[src/rtl/pipeline_pkg.sv]
// Shared fetch-stage types: widths, default reset PC and fetch FSM encoding.
package pipeline_pkg;

    localparam int ADDR_W  = 32;
    localparam int INSTR_W = 32;

    localparam logic [ADDR_W-1:0] DEFAULT_RESET_PC = 32'h0000_0000;

    localparam logic [1:0] ST_ISSUE   = 2'd0;
    localparam logic [1:0] ST_HOLD    = 2'd1;
    localparam logic [1:0] ST_DISCARD = 2'd2;

    function automatic logic [ADDR_W-1:0] word_align(
        input logic [ADDR_W-1:0] a
    );
        return a & {{(ADDR_W-2){1'b1}}, 2'b00};
    endfunction

endpackage

[src/rtl/fetch_unit_if.sv]
// Instruction-memory request/response bus between fetch and imem.
interface fetch_unit_if import pipeline_pkg::*; ();

    logic               imem_req;
    logic [ADDR_W-1:0]  imem_addr;
    logic               imem_ack;
    logic [INSTR_W-1:0] imem_data;

    modport master (
        output imem_req,
        output imem_addr,
        input  imem_ack,
        input  imem_data
    );

    modport slave (
        input  imem_req,
        input  imem_addr,
        output imem_ack,
        output imem_data
    );

endinterface

[src/rtl/fetch_unit_pc_register.sv]
// Program counter flop: async reset to a fixed vector, load-enabled update.
module pc_register
    import pipeline_pkg::*;
#(
    parameter logic [ADDR_W-1:0] RESET_VAL = DEFAULT_RESET_PC
) (
    input  logic              reloj,
    input  logic              reset,
    input  logic              load,
    input  logic [ADDR_W-1:0] d,
    output logic [ADDR_W-1:0] q
);

    always_ff @(posedge reloj or posedge reset) begin
        if (reset) begin
            q <= RESET_VAL;
        end else if (load) begin
            q <= d;
        end
    end

endmodule

[src/rtl/fetch_unit.sv]
// Instruction fetch stage: drives imem, parks words behind stalls and
// discards the stale response of a fetch that was overtaken by a redirect.
module fetch_unit
    import pipeline_pkg::*;
#(
    parameter logic [ADDR_W-1:0] RESET_PC = DEFAULT_RESET_PC
) (
    input  logic               reloj,
    input  logic               reset,
    input  logic               stall,
    input  logic               redirect,
    input  logic [ADDR_W-1:0]  redirect_pc,
    fetch_unit_if.master       imem,
    output logic [ADDR_W-1:0]  PC_4,
    output logic [INSTR_W-1:0] DO,
    output logic               enableIF,
    output logic               resetIF
);

    logic [1:0]         state;
    logic [1:0]         state_nxt;
    logic [ADDR_W-1:0]  pc;
    logic [ADDR_W-1:0]  pc_nxt;
    logic [ADDR_W-1:0]  pc_plus4;
    logic               pc_load;
    logic [ADDR_W-1:0]  hold_pc4;
    logic [INSTR_W-1:0] hold_instr;
    logic               hold_load;
    logic [ADDR_W-1:0]  stale_addr;
    logic               stale_load;
    logic               ack;

    pc_register #(
        .RESET_VAL(RESET_PC)
    ) u_pc (
        .reloj (reloj),
        .reset (reset),
        .load  (pc_load),
        .d     (pc_nxt),
        .q     (pc)
    );

    assign pc_plus4 = pc + 32'd4;
    assign ack      = imem.imem_ack;
    assign resetIF  = reset | redirect;

    always_comb begin
        state_nxt      = state;
        pc_nxt         = pc_plus4;
        pc_load        = 1'b0;
        hold_load      = 1'b0;
        stale_load     = 1'b0;
        imem.imem_req  = 1'b0;
        imem.imem_addr = pc;
        PC_4           = pc_plus4;
        DO             = imem.imem_data;
        enableIF       = 1'b0;

        case (state)
            ST_ISSUE: begin
                imem.imem_req = 1'b1;
                if (redirect) begin
                    pc_nxt  = word_align(redirect_pc);
                    pc_load = 1'b1;
                    if (!ack) begin
                        stale_load = 1'b1;
                        state_nxt  = ST_DISCARD;
                    end
                end else if (ack) begin
                    pc_load = 1'b1;
                    if (stall) begin
                        hold_load = 1'b1;
                        state_nxt = ST_HOLD;
                    end else begin
                        enableIF = 1'b1;
                    end
                end
            end
            ST_HOLD: begin
                PC_4 = hold_pc4;
                DO   = hold_instr;
                if (redirect) begin
                    pc_nxt    = word_align(redirect_pc);
                    pc_load   = 1'b1;
                    state_nxt = ST_ISSUE;
                end else if (!stall) begin
                    enableIF  = 1'b1;
                    state_nxt = ST_ISSUE;
                end
            end
            ST_DISCARD: begin
                // Keep presenting the overtaken address until memory answers.
                imem.imem_req  = 1'b1;
                imem.imem_addr = stale_addr;
                if (redirect) begin
                    pc_nxt  = word_align(redirect_pc);
                    pc_load = 1'b1;
                end else if (ack) begin
                    state_nxt = ST_ISSUE;
                end
            end
            default: begin
                state_nxt = ST_ISSUE;
            end
        endcase

        if (reset) begin
            imem.imem_req = 1'b0;
            enableIF      = 1'b0;
        end
    end

    always_ff @(posedge reloj or posedge reset) begin
        if (reset) begin
            state      <= ST_ISSUE;
            hold_pc4   <= '0;
            hold_instr <= '0;
            stale_addr <= '0;
        end else begin
            state <= state_nxt;
            if (hold_load) begin
                hold_pc4   <= pc_plus4;
                hold_instr <= imem.imem_data;
            end
            if (stale_load) begin
                stale_addr <= pc;
            end
        end
    end

endmodule

[src/flat_wrapper.sv]
// flat-port wrapper written by rule: the top's interface ports become plain ports
module fetch_unit_flat import pipeline_pkg::*;
#(
    parameter logic [ADDR_W-1:0] RESET_PC = DEFAULT_RESET_PC
)
  (reloj, reset, stall, redirect, redirect_pc, PC_4, DO, enableIF, resetIF, imem_imem_req, imem_imem_addr, imem_imem_ack, imem_imem_data);
  fetch_unit_if imem_i ();
  input  logic reloj;
  input  logic reset;
  input  logic stall;
  input  logic redirect;
  input  logic [ADDR_W-1:0] redirect_pc;
  output logic [ADDR_W-1:0] PC_4;
  output logic [INSTR_W-1:0] DO;
  output logic enableIF;
  output logic resetIF;
  output wire logic [$bits(imem_i.imem_req)-1:0] imem_imem_req;
  output wire logic [$bits(imem_i.imem_addr)-1:0] imem_imem_addr;
  input wire logic [$bits(imem_i.imem_ack)-1:0] imem_imem_ack;
  input wire logic [$bits(imem_i.imem_data)-1:0] imem_imem_data;
  assign imem_imem_req = imem_i.imem_req;
  assign imem_imem_addr = imem_i.imem_addr;
  assign imem_i.imem_ack = imem_imem_ack;
  assign imem_i.imem_data = imem_imem_data;
  fetch_unit #(.RESET_PC(RESET_PC)) u_core (.reloj(reloj), .reset(reset), .stall(stall), .redirect(redirect), .redirect_pc(redirect_pc), .imem(imem_i), .PC_4(PC_4), .DO(DO), .enableIF(enableIF), .resetIF(resetIF));
endmodule
[config.mk]
export PLATFORM = sky130hd
export DESIGN_NAME = fetch_unit_flat
export DESIGN_NICKNAME = d
export VERILOG_FILES = /design/src/rtl/pipeline_pkg.sv /design/src/rtl/fetch_unit_if.sv /design/src/rtl/fetch_unit_pc_register.sv /design/src/rtl/fetch_unit.sv /design/src/flat_wrapper.sv
export SDC_FILE = /design/constraint.sdc
export NUM_CORES = 1
export LEC_CHECK = 0
export CAP_MARGIN = 0
export CORE_MARGIN = 4
export CORE_UTILIZATION = 40
export CTS_CLUSTER_DIAMETER = 120
export DETAILED_ROUTE_END_ITERATION = 16
export PLACE_DENSITY_LB_ADDON = 0.12
export SLEW_MARGIN = 25
export SYNTH_ARGS = -nofsm -noshare
export SYNTH_HDL_FRONTEND = slang
export SYNTH_SLANG_ARGS = --single-unit
[constraint.sdc]
create_clock -name reloj -period 14.6 [get_ports reloj]
set_input_delay 2.92 -clock reloj [delete_from_list [all_inputs] [get_ports reloj]]
set_output_delay 2.92 -clock reloj [all_outputs]
set_load 0.05 [all_outputs]
==> flow_summary_export.csv <==
group,metric,value,unit
min_path,hold_path_class,"reg -> reg",
sta,rsz0062_at_grt,"false",
detailed_routing,totalWireLength,18.3,mm
pwr,switching_share,47.5,%
floorplanning,fp.dieH,140,um
clocking,cts_tree,"yes",
clocking,numCtsBuffers,17,
floorplanning,io_pins,168,
setup_path,critPathTopFamily,"buffers and inverters",
sta,finalCritPeriodShare,55.7,%
floorplanning,fp-row-count,47,
logic_synthesis,synth_cells,657,
setup_path,path_class,"in -> out",
layout,layout_commonest_cell,"clkdlybuf4s50_1",
detailed_routing,viasPerCell,5.31,
clocking,post_cts_buffers,0,
sta,slew_violations,0,
layout,drive_gt1_share,23.5,%
logic_synthesis,netlist_top_cells_area,"dfrtp_1 45%, mux2_2 23%, nand2_1 3.0%",
setup_path,max_stage_delay,840,ps
setup_path,worst_ep_required_time,11680,ps
setup_path,worstReg2RegStart,"u_core.state[0]",
floorplanning,die_x,140,um
pwr,p_sw,0.00122,W
detailed_routing,drc_errors,0,
logic_synthesis,synth_top_area_share,44.7,%
placed_design,numPortBuffers,161,
detailed_routing,initialDrtViolationCount,253,
setup_path,cp-startpoint,"reset",
clocking,cts_resized,0,
sta,hold_viol_final,0,
placed_design,hpwl,12.5,mm
setup_path,arrival,5210,ps
pwr,sequentialPowerShare,25.8,%
min_path,min_from,"u_core.hold_pc4[8]",
pwr,pwr-share-comb,58.9,%
logic_synthesis,synth-edff-count,0,
sta,tns,0,ps
setup_path,cpMaxStageDelayCell,"clkdlybuf4s50_1",
grt,grt_max_degree,81,
logic_synthesis,ys_ff_latch,124,
grt,gr-usage-all-layers,19.0,%
floorplanning,die_area,0.0195,mm2
sta,finalClockSkew,7.75,ps
pwr,power_density,278,mW/mm2
logic_synthesis,synth_cell_type_count,43,
detailed_routing,wl_met1,8.00,mm
logic_synthesis,yosysTopAreaCell,"dfrtp_1",
clocking,clock_latency,420,ps
setup_path,path_cells,"clkdlybuf4s50_1 -> inv_4 -> nand2_1 -> nor3_1 -> clkdlybuf4s50_1",
setup_path,path_common_cell,"clkdlybuf4s50_1",
logic_synthesis,avgSynthCellArea,10.6,um2
logic_synthesis,netlist_area,0.00694,mm2
detailed_routing,wl_met2,8.56,mm
setup_path,end_kind,"output port",
pwr,pwr-share-clk,15.3,%
detailed_routing,drt_pass1_iterations,4,
logic_synthesis,yosys_warnings,0,
floorplanning,core_area,0.0168,mm2
logic_synthesis,synth-seq-area-share,44.7,%
grt,grt_pass1_vias,5703,
detailed_routing,met3_length,1.35,mm
setup_path,crit_buf_inv,3,
detailed_routing,drt.antenna.violating_nets,0,
grt,antenna_found_initial,1,
sta,setup_viol,0,
setup_path,cp_max_fo,63,
layout,area_growth,32.8,%
clocking,htree_levels,4,
layout,fin_nets,862,
outcome,status,"completed",
clocking,hold_buffers,0,
pwr,power.leakage,3.74,nW
clocking,clkSinkCount,124,
flow_run,drv_cap,0,
sta,slew_headroom,32.7,%
layout,n_antenna_cell,0,
sta,final.min_clock_period,8130,ps
floorplanning,initial_core_util,41.3,%
grt,overflow,0,
logic_synthesis,ys.flop_type,"dfrtp_1",
detailed_routing,wl_per_cell,17.9,um
pwr,ir_drop,0.000202,V
setup_path,start_kind,"input port",
logic_synthesis,synthArstFlopShare,100,%
clocking,clockRootBuffer,"clkbuf_16",
sta,worst_slew_pin_slew,1010,ps
layout,final_cell_mix,"161 x clkdlybuf4s50_1, 142 x mux2_2, 124 x dfrtp_1",
grt,grt_pass1_wl,29.9,mm
pwr,intPower,0.00135,W
clocking,clockBufferDepth,2,
placed_design,place_congestion,0.823,
detailed_routing,routed.top_layer,"met5",
detailed_routing,num_vias,5412,
sta,timing.fmax,0.123,GHz
layout,final_util,54.8,%
clocking,path_clk_slew,50,ps
-- final timing paths --
check / endpoint / slack (ps) / depth (start not counted)
min in group asynchronous: u_core.hold_instr[12] / 3010 / 2
min reg2reg: u_core.hold_pc4[8] / 480 / 2
max in group asynchronous: u_core.u_pc.q[15] / 10240 / 3
max: enableIF / 6470 / 5
min: u_core.hold_pc4[8] / 480 / 2
max reg2reg: u_core.u_pc.q[20] / 11710 / 7
-- power by group through the flow --
stage	sequential [W]	clock (W)	combinational, W
3_5_place_dp	0.000663	0	0.00152
5_1_grt	0.000687	0.000419	0.00161
2_1_floorplan	0.000587	0	0.00114
3_3_place_gp	0.000650	0	0.00150
4_1_cts	0.000659	0.000403	0.00153
6_report	0.000662	0.000393	0.00151
-- cell families (layout without fill, tap and decap cells) --
logic type,count (synthesis),count (layout),synth area share (%)
adder cells (fa/ha/maj),5,5,0.902
other,1,4,0.0540
XOR/XNOR,28,28,3.53
AO/OA/AOI/OAI,104,104,9.36
buffers and inverters,90,229,5.46
multiplexers,160,160,25.6
flip-flops,124,124,44.7
AND/OR/NAND/NOR,145,145,10.3
-- registers in the layout, indices dropped and copies added (netlist names) --
| register | count |
|---|---|
| u_core.state | 2 |
| u_core.u_pc.q | 30 |
| u_core.hold_pc4 | 30 |
| u_core.hold_instr | 32 |
| u_core.stale_addr | 30 |
-- worst register-to-register path, stage by stage (launching register included) --
cell	delay, ps
dfrtp_1	420
inv_1	130
ha_1	350
o21ai_0	230
a21oi_2	700
buf_4	400
nand2_1	220
o221a_2	320
-- Yosys cell counts, drive strengths merged, types with 2 or more instances --
cell type	n
a21o	4
a21oi	26
a221oi	4
a22oi	2
a2bb2oi	6
a32oi	3
and3	3
and4	8
buf	25
clkbuf	35
dfrtp	124
ha	5
inv	30
mux2	142
mux2i	18
nand2	56
nand2b	2
nand3	20
nand4	9
nor2	19
nor3	17
nor4	2
o21a	3
o21ai	33
o22a	3
o22ai	11
o32ai	4
or3	6
xnor2	16
xor2	12
-- metrics by stage --
stage	hold slack, ps	std cells	power [W]	setup slack (ps)	area, um2
finish	479	1019	0.00257	6470	9210
global route	506	1019	0.00272	6260	9210
CTS	483	1019	0.00259	6420	9210
detailed placement	471	989	0.00218	6430	8660
global placement	461	989	0.00215	6410	8660
floorplan	450	660	0.00173	3640	6950
-- routing by layer --
layer	vias up	track usage, %
li1	2580	-
met1	2638	24.0
met2	165	30.1
met3	27	6.93
met4	2	6.63
met5	-	0
-- area by class of cell --
class / instances / area [um2]
Clock inverter: 8 / 67.6
Fill cell: 1486 / 7600
Tap cell: 220 / 275
Timing Repair Buffer: 169 / 1670
Inverter: 30 / 115
Sequential cell: 124 / 3100
Multi-Input combinational cell: 446 / 3500
Clock buffer: 22 / 484
No activity file was read; power rests on OpenSTA's default activity.
